<file path="config.mk">
export PLATFORM = sky130hd
export DESIGN_NAME = array_2_arb
export DESIGN_NICKNAME = d
export VERILOG_FILES = /design/src/rtl/array_2_arb.sv
export SDC_FILE = /design/constraint.sdc
export NUM_CORES = 1
export LEC_CHECK = 0
export CAP_MARGIN = 20
export CORE_AREA = 3 3 135 137
export DETAILED_ROUTE_END_ITERATION = 6
export DIE_AREA = 0 0 138 140
export GPL_ROUTABILITY_DRIVEN = 0
export PLACE_DENSITY = 0.66
export REMOVE_ABC_BUFFERS = 1
export SETUP_SLACK_MARGIN = 0.2
export SYNTH_ARGS = -nofsm -noshare
export SYNTH_HDL_FRONTEND = slang
export SYNTH_SLANG_ARGS = --single-unit
</file>
<file path="constraint.sdc">
create_clock -name clock -period 4.25 [get_ports clock]
set_clock_uncertainty 0.2 [all_clocks]
set_input_delay 0.85 -clock clock [delete_from_list [all_inputs] [get_ports clock]]
set_output_delay 0.85 -clock clock [all_outputs]
set_load 0.03 [all_outputs]
</file>
<file path="src/rtl/array_2_arb.sv">
// Two-requester arbiter in front of a single-port SRAM: zero-fills the array after reset,
// then grants one write or one read per cycle with a toggling priority pointer.
module array_2_arb #(
  parameter int ADDR_W  = 9,
  parameter int DATA_W  = 76,
  parameter int MASK_W  = 4,
  parameter int INIT_EN = 1
) (
  input  logic              clock,
  input  logic              reset,
  input  logic              w_valid,
  output logic              w_ready,
  input  logic [ADDR_W-1:0] w_addr,
  input  logic [DATA_W-1:0] w_data,
  input  logic [MASK_W-1:0] w_mask,
  input  logic              r_valid,
  output logic              r_ready,
  input  logic [ADDR_W-1:0] r_addr,
  output logic              r_resp_valid,
  output logic [DATA_W-1:0] r_resp_data,
  output logic              init_done,
  output logic [ADDR_W-1:0] RW0_addr,
  output logic              RW0_en,
  output logic              RW0_wmode,
  output logic [DATA_W-1:0] RW0_wdata,
  output logic [MASK_W-1:0] RW0_wmask,
  input  logic [DATA_W-1:0] RW0_rdata
);

  typedef enum logic {ST_INIT, ST_RUN} state_t;

  localparam state_t            RESET_STATE = (INIT_EN != 0) ? ST_INIT : ST_RUN;
  localparam logic [ADDR_W-1:0] LAST_ADDR   = '1;
  localparam logic              PRIO_W      = 1'b0;
  localparam logic              PRIO_R      = 1'b1;

  state_t            state, state_next;
  logic [ADDR_W-1:0] init_cnt, init_cnt_next;
  logic              prio, prio_next;
  logic              rd_pending;
  logic              r_accept;

  always_ff @(posedge clock or posedge reset) begin
    if (reset) begin
      state        <= RESET_STATE;
      init_cnt     <= '0;
      prio         <= PRIO_W;
      rd_pending   <= 1'b0;
      r_resp_valid <= 1'b0;
      r_resp_data  <= '0;
    end else begin
      state        <= state_next;
      init_cnt     <= init_cnt_next;
      prio         <= prio_next;
      rd_pending   <= r_accept;
      r_resp_valid <= rd_pending;
      // SRAM data is only meaningful the cycle after a read enable
      if (rd_pending) begin
        r_resp_data <= RW0_rdata;
      end
    end
  end

  // Port drive is gated by reset so the SRAM sees no enable while reset is held
  always_comb begin
    state_next    = state;
    init_cnt_next = init_cnt;
    prio_next     = prio;
    w_ready       = 1'b0;
    r_ready       = 1'b0;
    RW0_en        = 1'b0;
    RW0_wmode     = 1'b0;
    RW0_addr      = '0;
    RW0_wdata     = '0;
    RW0_wmask     = '0;
    if (!reset) begin
      case (state)
        ST_INIT: begin
          RW0_en    = 1'b1;
          RW0_wmode = 1'b1;
          RW0_addr  = init_cnt;
          RW0_wmask = '1;
          if (init_cnt == LAST_ADDR) begin
            state_next = ST_RUN;
          end else begin
            init_cnt_next = init_cnt + 1'b1;
          end
        end
        ST_RUN: begin
          w_ready = w_valid && (!r_valid || (prio == PRIO_W));
          r_ready = r_valid && (!w_valid || (prio == PRIO_R));
          if (w_ready) begin
            RW0_en    = 1'b1;
            RW0_wmode = 1'b1;
            RW0_addr  = w_addr;
            RW0_wdata = w_data;
            RW0_wmask = w_mask;
            prio_next = PRIO_R;
          end else if (r_ready) begin
            RW0_en    = 1'b1;
            RW0_addr  = r_addr;
            prio_next = PRIO_W;
          end
        end
        default: begin
          state_next = RESET_STATE;
        end
      endcase
    end
  end

  assign r_accept  = r_valid && r_ready;
  assign init_done = (state == ST_RUN);

endmodule

</file>
; Yosys cells after proc, flatten, opt, wreduce, memory -nomap -nowiden
; Cells that the tools add are included.
[word_totals]
register_bits = 89
inputBits = 178
out_inout_bits = 171
wordCells = 47
[classes]
n_reduce_logical = 10
eq_ne = 1
add_sub_neg = 1
bitwise = 4
n_mux = 25
[ops]
columns = op, count
row1 = 76-bit 2-to-1 mux, 3
row2 = 9-bit 2-to-1 mux, 3
row3 = 9-bit case mux with 2 select lines, 1
row4 = 1-bit 2-to-1 mux, 13
row5 = "9-bit by 1-bit adder with 9-bit output, second input constant", 1
row6 = "9-bit == test, second input constant", 1
row7 = 4-bit 2-to-1 mux, 2
row8 = 4-bit case mux with 2 select lines, 1
row9 = 3-bit AND reduction, 2
row10 = 1-bit NOT, 4
row11 = 1-bit case mux with 2 select lines, 2
row12 = 1-bit logical AND, 3
row13 = 1-bit zero test, 2
row14 = 1-bit logical OR, 2
row15 = 2-bit nonzero test, 1

; Depth between registers and ports, before layout
[logic_depth]
word_depth = 7
depth_mapped = 7
depth_no_buf = 7

; Least setup slack after synthesis
; Ideal clock, no wire load.
[synth_path]
kind = input -> register
startpoint = input port reset
endpoint = register state, in the netlist init_done
setup_slack_ns = 0.875
required_ns = 3.978
setup_time_ns = 0.072
n_path_buf = 1
cell_stages = 3
arrival_ns = 3.103
cell_sequence = buf_2 inv_1 a21o_1
[synth_rtl]
columns = element, line
row1 = start: declaration, 10  ; input logic reset,
row2 = end signal: assignment, 52  ; state <= state_next;
row3 = end: declaration, 37  ; state_t state, state_next;
; No word-level cell between the ends.

; Worst setup path after layout
[layout_path]
startpoint = input port w_valid
endpoint = output port r_ready
[layout_via]
elab_chain_len = 5
[layout_rtl]
columns = element, line
row1 = start: declaration, 11  ; input logic w_valid,
row2 = 1-bit zero test, 91  ; r_ready = r_valid && (!w_valid || (prio == PRIO_R));
row3 = 1-bit logical OR, 91
row4 = 1-bit logical AND, 91
row5 = 1-bit 2-to-1 mux, 77  ; case (state)
row6 = 1-bit 2-to-1 mux, 76  ; if (!reset) begin
row7 = end: declaration, 17  ; output logic r_ready,
; No other way between the ends.

==> key figures <==
Power
  • P per Cell Area: 272.1 nW/um^2
  • VDD IR max: 169.6 uV
  • Leakage Power: 3.967 nW

Detailed routing
  • Iteration-0 DRC Markers: 121
  • Met1 wire length: 5578 microns
  • DR DRC count: 0
  • Routed met2 length: 8414 microns
  • Iteration count of the initial detailed-routing pass: 4
  • Routed via count: 4090
  • Count of nets left with antenna violations after detail routing: 0
  • Met3 routed WL: 1299 microns
  • Via-to-Cell Ratio: 4.495
  • Total wire length: 15680 microns
  • DR WL/cell: 17.24 microns
  • Top sig layer: met4

Synth
  • Mean instance size in the synthesized netlist: 12.16 sq um
  • Post-synthesis cell area: 4208 sq um
  • Synthesized instance count: 346
  • Most frequently used flop master after synthesis: dfrtp_1
  • Yosys warnings: 0
  • Number of distinct library cells after synthesis: 27
  • Number of enable flip-flop cells after synthesis: 0
  • Sequential-to-total area share from yosys stat: 0.5293
  • Cell types occupying the most area after synthesis: dfrtp_1, mux2_2, and3_1
  • Async set-or-reset flop fraction in the synthesized netlist: 1.000
  • Area share of the largest cell type after synthesis: 0.5293
  • Leading post-synthesis cells by instance count: dfrtp_1, and3_1, mux2_2
  • Number of register bits inferred by synthesis: 89
  • Leading cell type by number of instances after synthesis: dfrtp_1
  • Cell taking the most area after synthesis: dfrtp_1

Timing
  • Final Slew Violations: 0
  • Final setup violation count: 0
  • Fraction of the cycle the final worst path needs: 0.8758
  • Tightest slew margin relative to the limit: 0.5208
  • Least-Margin Pin Slew: 718.8 ps
  • Setup repair after global routing missed its margin: false
  • Final Hold Violating Endpoints: 0
  • Tightest hold margin: 304.3 ps
  • Fmax: 268.7 MHz
  • Minimum clock period: 3722 ps

Worst setup path
  • Critical Path AT: 2670 ps
  • Max FO, Critical Path: 11
  • R2R cell count: 2
  • Setup slack of the worst register-to-register path: 2110 ps
  • CP Data Required Time: 3200 ps
  • Critical path launch point type: input port
  • Nature of the critical path endpoint: output port
  • Worst setup path category: in2out

Global route
  • Remaining Overflow, GRT: 0
  • Global-route wire length before repair: 24320 microns
  • Total Routing Usage GR: 0.1584
  • Number of antenna violations at the first check in global routing: 1
  • Vias in the first global route: 4357
  • Pin count of the biggest net entering global routing: 81

Job
  • Number of violations of the max-capacitance limit: 0

Finish
  • Post-Layout Cell Count: 910
  • Fraction of final layout cells sized beyond drive strength 1: 0.2880
  • Footprint of the multi-input gates: 1827 sq um
  • Sequential cell area in the final layout: 2228 sq um
  • Area Growth Syn to Fin: 92.89%
  • Count of fill cells added during filler insertion: 1589
  • Final net count: 859

CTS
  • Resize count post-CTS: 0
  • Maximum root-to-sink buffer count: 2
  • Clock slew seen by the registers of the worst setup and hold paths: 70 ps
  • Clock insertion delay at the later pin of the skew report: 340 ps
  • Setup Fix Bufs, Post-CTS: 0
  • TritonCTS clock tree: yes
  • CTS HTree Levels: 3
  • Hold buffer count at cts: 0
  • CTS buffer count: 9
  • Number of sinks driven by the clock tree: 89
  • Root cell of the clock tree: clkbuf_16

Floorplan
  • Area of the die: 19320 sq um
  • Initial cell density of the core: 0.2450
  • X dimension of the die: 138 microns
  • Number of core rows: 48
  • Boundary pin count: 349
  • Floorplan die height: 140 microns
  • Core footprint: 17180 sq um

Placement
  • DP Wirelength: 12610 microns
  • Count of port buffers added during placement: 348
  • Number of placed instances with taps included: 893

Status
  • Status: completed

Min path
  • Worst hold path class: reg2reg
  • Count of cells along the worst hold path: 1
power breakdown:
part / leakage (nW) / switching (W) / internal [W]
Clock: 0.173 / 0.000337 / 0.000582
Combinational: 2.56 / 0.000147 / 0.000223
Sequential: 1.23 / 0.0000410 / 0.000878
Total: 3.97 / 0.000525 / 0.00168
critical path, cell delays in order:
cell	delay, ps
clkdlybuf4s50_1	470
or2b_1	420
and3_1	230
clkdlybuf4s50_1	690
cell usage in the layout (no fill, tap or decap), types with 6 or more instances in the layout:
master / count
a211oi_1: 9
a21oi_1: 6
a32oi_1: 9
and3_1: 80
buf_12: 9
buf_4: 89
clkbuf_16: 9
clkdlybuf4s50_1: 257
dfrtp_1: 88
mux2_2: 78
nand2_1: 7
nor2_1: 12
xnor2_1: 6
logic make-up (layout without fill, tap and decap cells):
group	Yosys count	count (layout)	share of synthesized area
xor+xnor	7	7	0.01457
buf+inv	34	372	0.03836
other cells	0	1	0
flops	89	89	0.5293
simple gates	109	109	0.1534
fa+ha+maj	2	2	0.005946
mux	78	78	0.2087
compound gates	27	27	0.04966
routing by layer:
metal | vias to the layer above | global-route usage
li1 | 1922 | -
met1 | 1915 | 0.1660
met2 | 233 | 0.2932
met3 | 20 | 0.05394
met4 | 0 | 0.05928
met5 | - | 0
path summary, 6_finish.rpt:
| check | startpoint | to |
|---|---|---|
| setup / recovery | w_valid | r_ready |
| hold / removal | r_resp_data[0]$_DFFE_PP0P_ | r_resp_data[0]$_DFFE_PP0P_ |
| setup reg to reg | rd_pending$_DFF_PP0_ | r_resp_data[19]$_DFFE_PP0P_ |
| hold reg to reg | r_resp_data[0]$_DFFE_PP0P_ | r_resp_data[0]$_DFFE_PP0P_ |
| max in group asynchronous | reset | rd_pending$_DFF_PP0_ |
| min in group asynchronous | reset | init_cnt[8]$_DFFE_PP0P_ |
final cells by class:
cell class                      count  area share
Antenna cell                        1   0.0003083
Sequential cell                    89      0.2745
Clock buffer                        9     0.02775
Tap cell                          225     0.03468
Timing Repair Buffer              355      0.4215
Inverter                            1   0.0006166
Multi-Input combinational cell    223      0.2251
Clock inverter                      7     0.01557
registers in the layout (all words and copies together) (netlist names):
name / count
init_done: 1
rd_pending: 1
r_resp_data: 76
init_cnt: 9
prio: 1
r_resp_valid: 1
stage by stage:
step | setup TNS [ps] | area, sq um | util | worst slack [ps] | power [W]
3_5_place_dp | 0 | 7762 | 0.4519 | 546.1 | 0.001308
3_3_place_gp | 0 | 7762 | 0.4519 | 560.6 | 0.001305
4_1_cts | 0 | 8114 | 0.4724 | 521.2 | 0.002248
5_1_grt | 0 | 8117 | 0.4725 | 446.9 | 0.002327
6_report | 0 | 8117 | 0.4725 | 527.7 | 0.002209
2_1_floorplan | -8589 | 4050 | - | -139.8 | 0.001066
Power figures use the tool's default switching activity.
